`config.mk`:
```
export PLATFORM = sky130hd
export DESIGN_NAME = mp3_ctrl_panel
export DESIGN_NICKNAME = d
export VERILOG_FILES = /design/src/rtl/mp3_ctrl_panel.sv
export SDC_FILE = /design/constraint.sdc
export NUM_CORES = 1
export LEC_CHECK = 0
export ABC_AREA = 1
export BUFFER_PORTS_ARGS = -buffer_cell sky130_fd_sc_hd__clkbuf_2
export CAP_MARGIN = 20
export CELL_PAD_IN_SITES_DETAIL_PLACEMENT = 1
export CELL_PAD_IN_SITES_GLOBAL_PLACEMENT = 2
export CORE_MARGIN = 5
export CORE_UTILIZATION = 41
export CTS_BUF_LIST = sky130_fd_sc_hd__clkbuf_16
export CTS_CLUSTER_DIAMETER = 50
export DETAILED_ROUTE_END_ITERATION = 8
export MAX_ROUTING_LAYER = met4
export PLACE_DENSITY = 0.87
export SLEW_MARGIN = 25
export SYNTH_ARGS = -nofsm -noshare
export SYNTH_HDL_FRONTEND = slang
export SYNTH_SLANG_ARGS = --single-unit
```
`constraint.sdc`:
```
create_clock -name clk -period 5.4 [get_ports clk]
set_input_delay 0.81 -clock clk [delete_from_list [all_inputs] [get_ports clk]]
set_output_delay 0.81 -clock clk [all_outputs]
set_load 0.005 [all_outputs]
```
`src/rtl/mp3_ctrl_panel.sv`:
```
// Button front end for the VS1003 driver: debounces five push-buttons and turns them into
// a registered {att,att} volume word, a track index, a mute flag and a change pulse.
module mp3_ctrl_panel #(
  parameter int         DEBOUNCE_CYCLES = 2_000_000,
  parameter int         REPEAT_DELAY    = 50_000_000,
  parameter int         REPEAT_RATE     = 10_000_000,
  parameter logic [7:0] VOL_STEP        = 8'h10,
  parameter logic [7:0] VOL_INIT        = 8'h66,
  parameter logic [7:0] VOL_MAX_ATT     = 8'hFE,
  parameter int         NUM_TRACKS      = 3
) (
  input  logic        clk,
  input  logic        init,
  input  logic        btn_louder,
  input  logic        btn_quieter,
  input  logic        btn_next,
  input  logic        btn_prev,
  input  logic        btn_mute,
  output logic [15:0] volume,
  output logic [1:0]  num,
  output logic        muted,
  output logic        upd
);

  localparam int DW   = (DEBOUNCE_CYCLES > 1) ? $clog2(DEBOUNCE_CYCLES) : 1;
  localparam int RMAX = (REPEAT_DELAY > REPEAT_RATE) ? REPEAT_DELAY : REPEAT_RATE;
  localparam int RW   = (RMAX > 1) ? $clog2(RMAX) : 1;

  localparam logic [DW-1:0] DB_LOAD    = DW'(DEBOUNCE_CYCLES - 1);
  localparam logic [RW-1:0] DELAY_LOAD = RW'(REPEAT_DELAY - 1);
  localparam logic [RW-1:0] RATE_LOAD  = RW'(REPEAT_RATE - 1);
  localparam logic [1:0]    LAST_TRACK = 2'(NUM_TRACKS - 1);

  // RP_IDLE: released | RP_HOLD: waiting for first repeat | RP_REPEAT: repeating at rate
  typedef enum logic [1:0] {RP_IDLE, RP_HOLD, RP_REPEAT} rep_state_t;

  // bit order: 0 louder, 1 quieter, 2 next, 3 prev, 4 mute
  logic [4:0]    w_raw;
  logic [4:0]    r_sync1, r_sync2, r_deb, r_deb_d, r_ev;
  logic [DW-1:0] r_dcnt [5];

  rep_state_t    r_rstate [2];
  rep_state_t    w_rstate_nxt [2];
  logic [RW-1:0] r_rcnt [2];
  logic [RW-1:0] w_rcnt_nxt [2];
  logic [1:0]    w_rep;

  logic [7:0]  r_att, w_att_nxt, w_att_dn, w_att_up;
  logic [8:0]  w_att_sum;
  logic        r_muted, w_muted_nxt;
  logic [1:0]  r_num, w_num_nxt, w_num_inc, w_num_dec;
  logic [15:0] r_volume, w_vol_nxt;
  logic        r_upd;
  logic        w_loud, w_quiet;

  assign w_raw = {btn_mute, btn_prev, btn_next, btn_quieter, btn_louder};

  always_ff @(posedge clk) begin
    if (!init) begin
      r_sync1 <= '0;
      r_sync2 <= '0;
      r_deb   <= '0;
      r_deb_d <= '0;
      r_ev    <= '0;
      for (int i = 0; i < 5; i++) r_dcnt[i] <= DB_LOAD;
    end else begin
      r_sync1 <= w_raw;
      r_sync2 <= r_sync1;
      r_deb_d <= r_deb;
      r_ev    <= r_deb & ~r_deb_d;
      for (int i = 0; i < 5; i++) begin
        if (r_sync2[i] == r_deb[i]) begin
          r_dcnt[i] <= DB_LOAD;
        end else if (r_dcnt[i] == '0) begin
          r_deb[i]  <= r_sync2[i];
          r_dcnt[i] <= DB_LOAD;
        end else begin
          r_dcnt[i] <= r_dcnt[i] - DW'(1);
        end
      end
    end
  end

  always_ff @(posedge clk) begin
    if (!init) begin
      for (int i = 0; i < 2; i++) begin
        r_rstate[i] <= RP_IDLE;
        r_rcnt[i]   <= DELAY_LOAD;
      end
    end else begin
      for (int i = 0; i < 2; i++) begin
        r_rstate[i] <= w_rstate_nxt[i];
        r_rcnt[i]   <= w_rcnt_nxt[i];
      end
    end
  end

  always_comb begin
    for (int i = 0; i < 2; i++) begin
      w_rstate_nxt[i] = r_rstate[i];
      w_rcnt_nxt[i]   = r_rcnt[i];
      w_rep[i]        = 1'b0;
      if (!r_deb[i]) begin
        w_rstate_nxt[i] = RP_IDLE;
        w_rcnt_nxt[i]   = DELAY_LOAD;
      end else begin
        case (r_rstate[i])
          RP_IDLE: begin
            if (r_ev[i]) begin
              w_rstate_nxt[i] = RP_HOLD;
              w_rcnt_nxt[i]   = DELAY_LOAD;
            end
          end
          RP_HOLD, RP_REPEAT: begin
            if (r_rcnt[i] == '0) begin
              w_rep[i]        = 1'b1;
              w_rstate_nxt[i] = RP_REPEAT;
              w_rcnt_nxt[i]   = RATE_LOAD;
            end else begin
              w_rcnt_nxt[i] = r_rcnt[i] - RW'(1);
            end
          end
          default: w_rstate_nxt[i] = RP_IDLE;
        endcase
      end
    end
  end

  assign w_loud    = r_ev[0] | w_rep[0];
  assign w_quiet   = r_ev[1] | w_rep[1];
  // widened sum so a step past the top saturates instead of wrapping
  assign w_att_sum = {1'b0, r_att} + {1'b0, VOL_STEP};
  assign w_att_dn  = (r_att < VOL_STEP) ? 8'h00 : r_att - VOL_STEP;
  assign w_att_up  = (w_att_sum > {1'b0, VOL_MAX_ATT}) ? VOL_MAX_ATT : w_att_sum[7:0];
  assign w_num_inc = (r_num == LAST_TRACK) ? 2'd0 : r_num + 2'd1;
  assign w_num_dec = (r_num == 2'd0) ? LAST_TRACK : r_num - 2'd1;

  always_comb begin
    w_att_nxt   = r_att;
    w_muted_nxt = r_muted;
    w_num_nxt   = r_num;
    if (r_ev[4]) begin
      w_muted_nxt = ~r_muted;
    end else if (w_loud ^ w_quiet) begin
      w_muted_nxt = 1'b0;
      w_att_nxt   = w_loud ? w_att_dn : w_att_up;
    end
    if (r_ev[2] ^ r_ev[3]) w_num_nxt = r_ev[2] ? w_num_inc : w_num_dec;
    w_vol_nxt = w_muted_nxt ? {VOL_MAX_ATT, VOL_MAX_ATT} : {w_att_nxt, w_att_nxt};
  end

  always_ff @(posedge clk) begin
    if (!init) begin
      r_att    <= VOL_INIT;
      r_muted  <= 1'b0;
      r_num    <= 2'd0;
      r_volume <= {VOL_INIT, VOL_INIT};
      r_upd    <= 1'b0;
    end else begin
      r_att    <= w_att_nxt;
      r_muted  <= w_muted_nxt;
      r_num    <= w_num_nxt;
      r_volume <= w_vol_nxt;
      r_upd    <= (w_vol_nxt != r_volume) || (w_num_nxt != r_num);
    end
  end

  assign volume = r_volume;
  assign num    = r_num;
  assign muted  = r_muted;
  assign upd    = r_upd;

endmodule

```
==> results of run 1 <==
## flip-flops by register name (all words and copies together) (netlist names)
register and cells:
r_dcnt 105, r_rcnt 52, r_att 8, volume 8
r_deb 5, r_deb_d 5, r_ev 5, r_sync1 5
r_sync2 5, r_rstate 4, num 2, muted 1
upd 1
## logic make-up (layout without fill, tap and decap cells)
kind of cell	count (synthesis)	in the layout	synth area share [%]
buffers and inverters	219	283	8.01
flip-flops	206	206	48.2
adder cells (fa/ha/maj)	19	19	2.21
AND/OR/NAND/NOR	667	667	27.7
other	1	105	0.0349
XOR/XNOR	50	50	4.07
AO/OA/AOI/OAI	198	198	9.85
## per-layer routing
| metal | wire (µm) | vias to the layer above |
|---|---|---|
| met5 | 0 | - |
| met4 | 493 | 0 |
| met3 | 762 | 47 |
| met2 | 11900 | 75 |
| met1 | 11500 | 4277 |
| li1 | - | 4637 |
## critical path, stage by stage, from the launching register on
cell and delay, ns:
dfxtp_1 0.30, inv_1 0.05, ha_1 0.34, inv_1 0.11
nor2_1 0.20, inv_1 0.09, nand2_1 0.48, clkinv_1 0.67
nor2_1 0.24, inv_1 0.07, or2_2 0.28, nor2_1 0.12
xnor2_1 0.13, nand2_1 0.06
## power breakdown
| group | total, mW | switching [mW] | leakage (nW) | internal, mW |
|---|---|---|---|---|
| Sequential | 1.67 | 0.0139 | 1.67 | 1.66 |
| Clock | 2.12 | 0.749 | 0.572 | 1.37 |
| Combinational | 0.0520 | 0.0406 | 2.78 | 0.0115 |
| Total | 3.85 | 0.804 | 5.02 | 3.04 |
## through the flow
stage | hold WS (ns) | util [%] | cells | cell area [µm²]
5_1_grt | 0.397 | 49.0 | 1863 | 12700
6_report | 0.379 | 49.0 | 1863 | 12700
4_1_cts | 0.383 | 49.0 | 1863 | 12700
3_5_place_dp | 0.377 | 44.6 | 1801 | 11600
3_3_place_gp | 0.371 | 44.6 | 1801 | 11600
2_1_floorplan | 0.368 | - | 1464 | 11100
## final cells by class
cell class              count  area share [%]
inverters                 193            5.71
well taps                 335            3.30
clock inverters            25            1.58
repair buffers             28            1.14
multi-input cells        1039            40.2
flip-flops and latches    206            40.8
clock buffers              37            7.30
## cell usage in the layout, fill, tap and decap left out, types with 3 or more instances in the layout
cell type	netlist	final
clkbuf_16	0	37
nand3_1	82	82
xnor2_1	17	17
nand2_1	239	239
clkinv_2	0	7
clkbuf_2	0	26
o31ai_1	4	4
bufinv_16	0	3
nand3_2	4	4
or2_2	14	14
inv_2	6	6
nor2_1	222	222
nor4_1	14	14
or2_1	3	3
ha_1	19	19
o21a_1	6	6
clkinvlp_4	0	5
nand4_1	16	16
edfxtp_1	105	105
conb_1	1	105
a21oi_1	80	80
clkinv_1	2	4
nor3_1	29	29
and3_1	3	3
xor2_1	33	33
o211ai_1	6	6
nand2_2	3	3
dfxtp_1	101	101
nand3b_1	8	8
nor2_2	13	13
inv_1	185	193
o21ai_0	91	91
or4_1	3	3
## worst max-delay path by stage
stage / start / to / slack (ns) / cells after the start
floorplan: r_dcnt[2][0]$_SDFFCE_PN1P_ / r_dcnt[2][20]$_SDFFCE_PN1P_ / 3.18 / 13
global placement: r_rstate[0][2]$_SDFFE_PN0P_ / r_rcnt[0][31]$_SDFFE_PN1P_ / 2.20 / 13
detailed placement: r_rstate[0][2]$_SDFFE_PN0P_ / r_rcnt[0][31]$_SDFFE_PN1P_ / 2.15 / 13
CTS: r_rstate[0][2]$_SDFFE_PN0P_ / r_rcnt[0][31]$_SDFFE_PN1P_ / 2.15 / 13
global route: r_rstate[0][2]$_SDFFE_PN0P_ / r_rcnt[0][31]$_SDFFE_PN1P_ / 1.76 / 13
finish: r_rstate[0][2]$_SDFFE_PN0P_ / r_rcnt[0][31]$_SDFFE_PN1P_ / 2.15 / 13
==> reports/metrics.yaml, run 1 <==
logic_synthesis:
  synth.top_cells.by_count: "239 x nand2_1, 222 x nor2_1, 185 x inv_1, 105 x edfxtp_1, 101 x dfxtp_1"
  synthesis.area_um2: 10700
  synth_seq_cells: 206
  synth_edf_count: 105
  yosysTopAreaCellShare_pct: 29.3
  synth-main-ff-cell: "edfxtp_1"
  yosysTopAreaCell: "edfxtp_1"
  synth.most_common_cell: "nand2_1"
  seq_area_frac_synth_pct: 48.2
  ys_async_sr_fraction_pct: 0
  yosys_warnings: 0
  synth_area_leaders: "edfxtp_1 29%, dfxtp_1 19%, nand2_1 8.3%, nor2_1 7.8%, inv_1 6.5%"
  syn_inst: 1360
  syn_area_per_cell_um2: 7.90
  synthDistinctLibCells: 49
timing:
  tns_ns: 0
  slew_headroom_pct: 47.7
  worst_pin_slew_ns: 0.784
  rsz0062_at_grt: "no"
  clock_skew_ns: 0.0168
  fmax_mhz: 308
  hold_violations: 0
  fin_crit_ns: 3.25
  setup_viol: 0
  finalCritPeriodShare_pct: 60.2
  fin_ws_ns: 2.15
  finalMaxSlewViolations: 0
placed_design:
  gp_congestion: 0.812
  port_buffers: 26
  dp_slack_ns: 2.15
  place_hpwl_mm: 17.9
global_routing:
  grt_use_met3_pct: 3.09
  use_met2_pct: 29.8
  grt.met1_usage_pct: 22.2
  first_global_vias: 9358
  grt_max_degree: 33
  grt_antenna_before_repair: 0
  grt_usage_pct: 17.7
  top_usage_layer: "met2"
  overflow: 0
  grt_pass1_wl_mm: 42.8
route:
  route.detailed.drc: 0
  first_pass_iters: 4
  antenna_left: 0
  dr_total_vias: 9036
  post_drt_wl_per_cell_um: 13.3
  drtIter0Drc: 435
  routed_wl_mm: 24.7
  viasPerCell: 4.85
power:
  powerDensity_nw_per_um2: 303
  cellLeakagePower_nw: 5.02
  ir_drop_v: 0.000222
  power_mw: 3.85
floorplanning:
  die_area_um2: 29500
  die_h_um: 172
  initial_core_util_pct: 41.5
  rows: 59
  io-pin-count: 27
  core_um2: 25900
  die_w_um: 172
critical_path:
  endpoint_kind: "flop"
  crit_type: "reg2reg"
  critPathMaxFanout: 20
  cp.required_ns: 5.77
  r2r.worst_path.cells: 13
  r2r-end: "r_rcnt[0][31]$_SDFFE_PN1P_"
  crit_arrival_ns: 3.62
  r2r_setup_slack_ns: 2.15
  crit_path_start_kind: "flop"
  reg2reg_from: "r_rstate[0][2]$_SDFFE_PN0P_"
clock_tree:
  path_clk_slew_ns: 0.05
  cts_setup_buffers: 0
  cts_tree: "built"
  clockRootBuffer: "clkbuf_16"
  cts.sinks: 206
  insertion_delay_ns: 0.49
  cts_buffers: 34
  post_cts_resized: 0
  postCtsHoldBufs: 0
  h-tree-depth: 2
  clock_path_buffers: 3
status:
  status: "completed"
min_path:
  holdPathStages: 1
  hold_start: "r_deb_d[4]$_SDFF_PN0_"
  holdCritPathClass: "reg2reg"
  hold_end: "r_ev[4]$_SDFF_PN0_"
cells_and_area:
  area_delta_synth_final_pct: 18.1
  final_nets: 1528
  fill_cells: 3262
  drive_gt1_share_pct: 8.51
  seq_area_um2: 5170
  multi_input_area_um2: 5100
  antenna_cells: 0
flow_run:
  drv_cap: 0
(Power assumes the default switching activity.)
==> run 2: changes to the inputs <==
--- a/config.mk
+++ b/config.mk
@@ -11,12 +11,12 @@
 export CELL_PAD_IN_SITES_DETAIL_PLACEMENT = 1
 export CELL_PAD_IN_SITES_GLOBAL_PLACEMENT = 2
 export CORE_MARGIN = 5
-export CORE_UTILIZATION = 41
+export CORE_UTILIZATION = 38
 export CTS_BUF_LIST = sky130_fd_sc_hd__clkbuf_16
 export CTS_CLUSTER_DIAMETER = 50
 export DETAILED_ROUTE_END_ITERATION = 8
 export MAX_ROUTING_LAYER = met4
-export PLACE_DENSITY = 0.87
+export PLACE_DENSITY = 0.82
 export SLEW_MARGIN = 25
 export SYNTH_ARGS = -nofsm -noshare
 export SYNTH_HDL_FRONTEND = slang
==> constraint.sdc (replaced) <==
create_clock -name clk -period 3 [get_ports clk]
set_input_delay 0.45 -clock clk [delete_from_list [all_inputs] [get_ports clk]]
set_output_delay 0.45 -clock clk [all_outputs]
set_load 0.005 [all_outputs]
==> reports/metrics.yaml, run 2 (synthesis gave the netlist of run 1 again) <==
cells_and_area:
  antenna_cells: 0
  largest_register: "r_dcnt"
  largest_reg_flops: 105
  fill_cells: 3482
  mostFrequentLayoutCells: "239 x nand2_1, 222 x nor2_1, 189 x inv_1, 105 x edfxtp_1, 105 x conb_1"
  final_util_pct: 46.2
  layout_commonest_cell: "nand2_1"
  final_nets: 1542
  reg_top3: "r_dcnt x105, r_rcnt x52"
  drive_gt1_share_pct: 9.28
  area_delta_synth_final_pct: 19.6
global_routing:
  grt_usage_pct: 16.8
  first_global_vias: 9462
  grt_max_degree: 20
  grt_antenna_before_repair: 0
  overflow: 0
  grt_pass1_wl_mm: 43.6
route:
  wl_met1_mm: 11.8
  top_layer: "met4"
  drtIter0Drc: 347
  wl_met3_um: 811
  post_drt_wl_per_cell_um: 13.2
  route.detailed.drc: 0
  routed_wl_mm: 25.4
  first_pass_iters: 4
  met2_length_mm: 12.3
  dr_total_vias: 9112
  antenna_left: 0
  viasPerCell: 4.75
flow_run:
  drv_cap: 0
clock_tree:
  h-tree-depth: 2
  cts.sinks: 206
  clock_path_buffers: 3
  cts_tree: "built"
  postCtsHoldBufs: 0
  cts_buffers: 34
  cts_setup_buffers: 0
  path_clk_slew_ns: 0.05
  clockRootBuffer: "clkbuf_16"
  post_cts_resized: 0
  insertion_delay_ns: 0.49
critical_path:
  crit_path_cell_trace: "inv_1, ha_1, nand2_1, nor2_1, inv_1, nor2_1, inv_1, nor4_1, inv_1, nand3_1, inv_1, o211ai_1"
  crit_path_start_kind: "flop"
  cp_slowest_cell: "edfxtp_1"
  cpPeakStageDelay_ns: 0.43
  critPathMaxFanout: 14
  critPathTopFamily: "simple AND/OR/NAND/NOR gates"
  crit_type: "reg2reg"
  reg2reg_from: "r_dcnt[4][0]$_SDFFCE_PN1P_"
  crit_top_cell: "inv_1"
  cp-startpoint: "r_dcnt[4][0]$_SDFFCE_PN1P_"
  cp.required_ns: 3.33
  critPathBufInv: 5
  crit_arrival_ns: 2.91
  endpoint_kind: "flop"
timing:
  worst_pin_slew_ns: 0.639
  clock_skew_ns: 0.0150
  tns_ns: 0
  fin_crit_ns: 2.59
  slew_headroom_pct: 57.4
  rsz0062_at_grt: "no"
  fmax_mhz: 387
  hold_violations: 0
  finalCritPeriodShare_pct: 86.2
  setup_viol: 0
  finalMaxSlewViolations: 0
power:
  powerDensity_nw_per_um2: 544
  ir_drop_v: 0.000417
  cellLeakagePower_nw: 5.09
  power_mw: 6.99
  intPower_mw: 5.53
  switching_share_pct: 20.9
  pwr-share-clk_pct: 55.5
  p_seq_share_pct: 43.1
  combinationalPowerShare_pct: 1.4
  p_sw_mw: 1.47
floorplanning:
  die_h_um: 178
  io-pin-count: 27
  die_w_um: 178
  core_um2: 27900
  die_area_um2: 31700
  rows: 61
  initial_core_util_pct: 38.6
min_path:
  holdCritPathClass: "in2reg"
  hold_start: "btn_mute"
placed_design:
  gp_congestion: 0.811
  place_hpwl_mm: 18.9
  port_buffers: 26
status:
  status: "completed"
==> run 2: cell types whose count changed in the layout (fill, tap and decap cells not counted) <==
cell        previous run  this run
buf_4                  2        16
bufinv_16              3         4
clkbuf_16             37        36
clkinv_1               4         8
clkinv_2               7         5
clkinvlp_4             5         2
inv_1                193       189
inv_6                  0         4
==> run 2: worst paths after layout <==
kind | to | slack (ns) | cells after the start
max | r_dcnt[4][6]$_SDFFCE_PN1P_ | 0.41 | 12
min | r_sync1[4]$_SDFF_PN0_ | 0.16 | 3
max reg2reg | r_dcnt[4][6]$_SDFFCE_PN1P_ | 0.41 | 12
min reg2reg | r_ev[0]$_SDFF_PN0_ | 0.37 | 1
==> run 2: cell type report <==
cell class,count,area [µm²],share of cell area (%)
flip-flops and latches,206,5170,40.2
multi-input cells,1039,5100,39.7
clock buffers,36,901,7.01
inverters,193,724,5.63
well taps,378,473,3.68
repair buffers,42,250,1.95
clock inverters,25,233,1.81
==> run 2: layer usage <==
metal | vias to the layer above | global-route usage [%]
li1 | 4667 | -
met1 | 4322 | 20.3
met2 | 87 | 29.7
met3 | 36 | 2.61
met4 | 0 | 3.90
met5 | - | -
==> run 2: power by group through the flow <==
stage	sequential (mW)	combinational (mW)	clock, mW
after CTS	3.01	0.0957	4.00
after detailed placement	3.07	0.0945	0
after global placement	3.07	0.0930	0
after floorplan	3.06	0.0674	0
after global routing	3.01	0.115	4.13
final	3.01	0.0975	3.88
==> run 2: worst reg2reg max path: cells and delay by family (launching register included) <==
family	cells	cell delay (ns)
adders and majority gates	1	0.18
AOI/OAI and AO/OA	1	0.16
DFF	1	0.43
buffers and inverters	5	0.64
and+or+nand+nor	5	1.01
==> run 2: per-stage QoR <==
step,hold slack (ns),worst slack [ns],instance area [µm²],cells
after floorplan,0.368,0.780,11100,1464
after global placement,0.371,0.499,11700,1858
after detailed placement,0.377,0.337,11700,1858
after CTS,0.156,0.331,12900,1919
after global routing,0.172,0.0652,12900,1919
final,0.163,0.414,12900,1919
==> run 3: changes to the inputs <==
--- a/config.mk
+++ b/config.mk
@@ -13,10 +13,9 @@
 export CORE_MARGIN = 5
 export CORE_UTILIZATION = 38
 export CTS_BUF_LIST = sky130_fd_sc_hd__clkbuf_16
-export CTS_CLUSTER_DIAMETER = 50
 export DETAILED_ROUTE_END_ITERATION = 8
 export MAX_ROUTING_LAYER = met4
-export PLACE_DENSITY = 0.82
+export PLACE_DENSITY = 0.87
 export SLEW_MARGIN = 25
 export SYNTH_ARGS = -nofsm -noshare
 export SYNTH_HDL_FRONTEND = slang
==> reports/metrics.yaml, run 3 (synthesis gave the netlist of run 1 again) <==
cells_and_area:
  drive_gt1_share_pct: 8.60
  largest_register: "r_dcnt"
  design_area_um2: 12600
  fill_cells: 3472
  antenna_cells: 0
  area_delta_synth_final_pct: 16.8
  mostFrequentLayoutCells: "239 x nand2_1, 222 x nor2_1, 189 x inv_1, 105 x edfxtp_1, 105 x conb_1"
  layout_commonest_cell: "nand2_1"
  largest_reg_flops: 105
  fin_cells: 1902
  reg_top3: "r_dcnt x105, r_rcnt x52"
  final_nets: 1532
critical_path:
  crit_arrival_ns: 2.78
  cpPeakStageDelay_ns: 0.47
  cp.required_ns: 3.25
  reg2reg_from: "r_dcnt[2][0]$_SDFFCE_PN1P_"
  crit_top_cell: "nand2_1"
  endpoint_kind: "flop"
  crit_path_cell_trace: "inv_1, ha_1, nand2_1, inv_1, nand2_1, or2_1, or4_1, nor2_2, nand2_1, nor2_1, inv_1, o21ai_1, nand2_1"
  crit_type: "reg2reg"
  critPathMaxFanout: 4
  crit_path_start_kind: "flop"
  cp-startpoint: "r_dcnt[2][0]$_SDFFCE_PN1P_"
  cp_slowest_cell: "or4_1"
global_routing:
  first_global_vias: 9105
  grt_max_degree: 20
  grt_pass1_wl_mm: 42.0
  grt_antenna_before_repair: 0
  overflow: 0
  grt_usage_pct: 16.0
power:
  ir_drop_v: 0.000397
  powerDensity_nw_per_um2: 492
  cellLeakagePower_nw: 4.94
timing:
  tns_ns: 0
  setup_viol: 0
  fmax_mhz: 395
  clock_skew_ns: 0.00835
  finalCritPeriodShare_pct: 84.3
  fin_crit_ns: 2.53
  hold_violations: 0
  rsz0062_at_grt: "no"
  finalMaxSlewViolations: 0
  slew_headroom_pct: 64.1
  worst_pin_slew_ns: 0.537
placed_design:
  port_buffers: 26
  placed_cells: 1857
  gp_congestion: 0.778
  place_hpwl_mm: 18.1
  place_area_um2: 11700
route:
  antenna_left: 0
  route.detailed.drc: 0
  drtIter0Drc: 373
  routed_wl_mm: 24.2
  post_drt_wl_per_cell_um: 12.7
  dr_total_vias: 8990
  first_pass_iters: 4
  viasPerCell: 4.73
clock_tree:
  post_cts_resized: 0
  path_clk_slew_ns: 0.06
  cts_setup_buffers: 0
  cts.sinks: 206
  postCtsHoldBufs: 0
  clockRootBuffer: "clkbuf_16"
  insertion_delay_ns: 0.51
  clock_path_buffers: 3
  h-tree-depth: 1
  cts_tree: "built"
  cts_buffers: 25
floorplanning:
  core_um2: 27900
  die_w_um: 178
  io-pin-count: 27
  rows: 61
  die_area_um2: 31700
  initial_core_util_pct: 38.6
  die_h_um: 178
min_path:
  holdCritPathClass: "in2reg"
  hold_start: "btn_prev"
status:
  status: "completed"
flow_run:
  drv_cap: 0
==> run 3: worst max-delay path, delay by kind of cell (launching register included) <==
kind,cells,cell delay (ns)
flip-flops,1,0.42
AO/OA/AOI/OAI,1,0.11
adder cells (fa/ha/maj),1,0.18
AND/OR/NAND/NOR,8,1.33
buffers and inverters,3,0.23
==> run 3: layout make-up <==
class,instances,area [µm²],share of cell area (%)
Multi-Input combinational cell,1039,5100,40.6
Clock buffer,27,676,5.38
Inverter,193,724,5.77
Tap cell,378,473,3.77
Timing Repair Buffer,41,243,1.93
Sequential cell,206,5170,41.2
Clock inverter,18,161,1.29
==> run 3: path summary, 6_finish.rpt <==
check / slack (ns) / cells after the start / end
max: 0.47 / 13 / r_dcnt[2][20]$_SDFFCE_PN1P_
min: 0.13 / 3 / r_sync1[3]$_SDFF_PN0_
max reg2reg: 0.47 / 13 / r_dcnt[2][20]$_SDFFCE_PN1P_
min reg2reg: 0.39 / 1 / r_ev[2]$_SDFF_PN0_
==> run 3: report_power, final <==
group / total [mW] / leakage, nW / switching, mW / internal, mW
Sequential: 3.01 / 1.67 / 0.0250 / 2.98
Clock: 3.07 / 0.430 / 1.20 / 1.87
Combinational: 0.0952 / 2.84 / 0.0713 / 0.0239
Total: 6.18 / 4.94 / 1.30 / 4.88
==> run 3: per-layer routing <==
layer / GRT usage [%] / wire [µm]
met5: - / 0
met4: 3.06 / 416
met3: 2.08 / 579
met2: 27.1 / 11400
met1: 20.7 / 11800
==> run 3: through the flow <==
stage / setup WS, ns / util (%) / power [mW] / hold WS, ns
2_1_floorplan: 0.780 / - / 3.13 / 0.368
3_3_place_gp: 0.572 / 42.1 / 3.16 / 0.374
3_5_place_dp: 0.485 / 42.1 / 3.16 / 0.383
4_1_cts: 0.411 / 45.1 / 6.27 / 0.110
5_1_grt: 0.222 / 45.1 / 6.41 / 0.120
6_report: 0.471 / 45.1 / 6.18 / 0.131
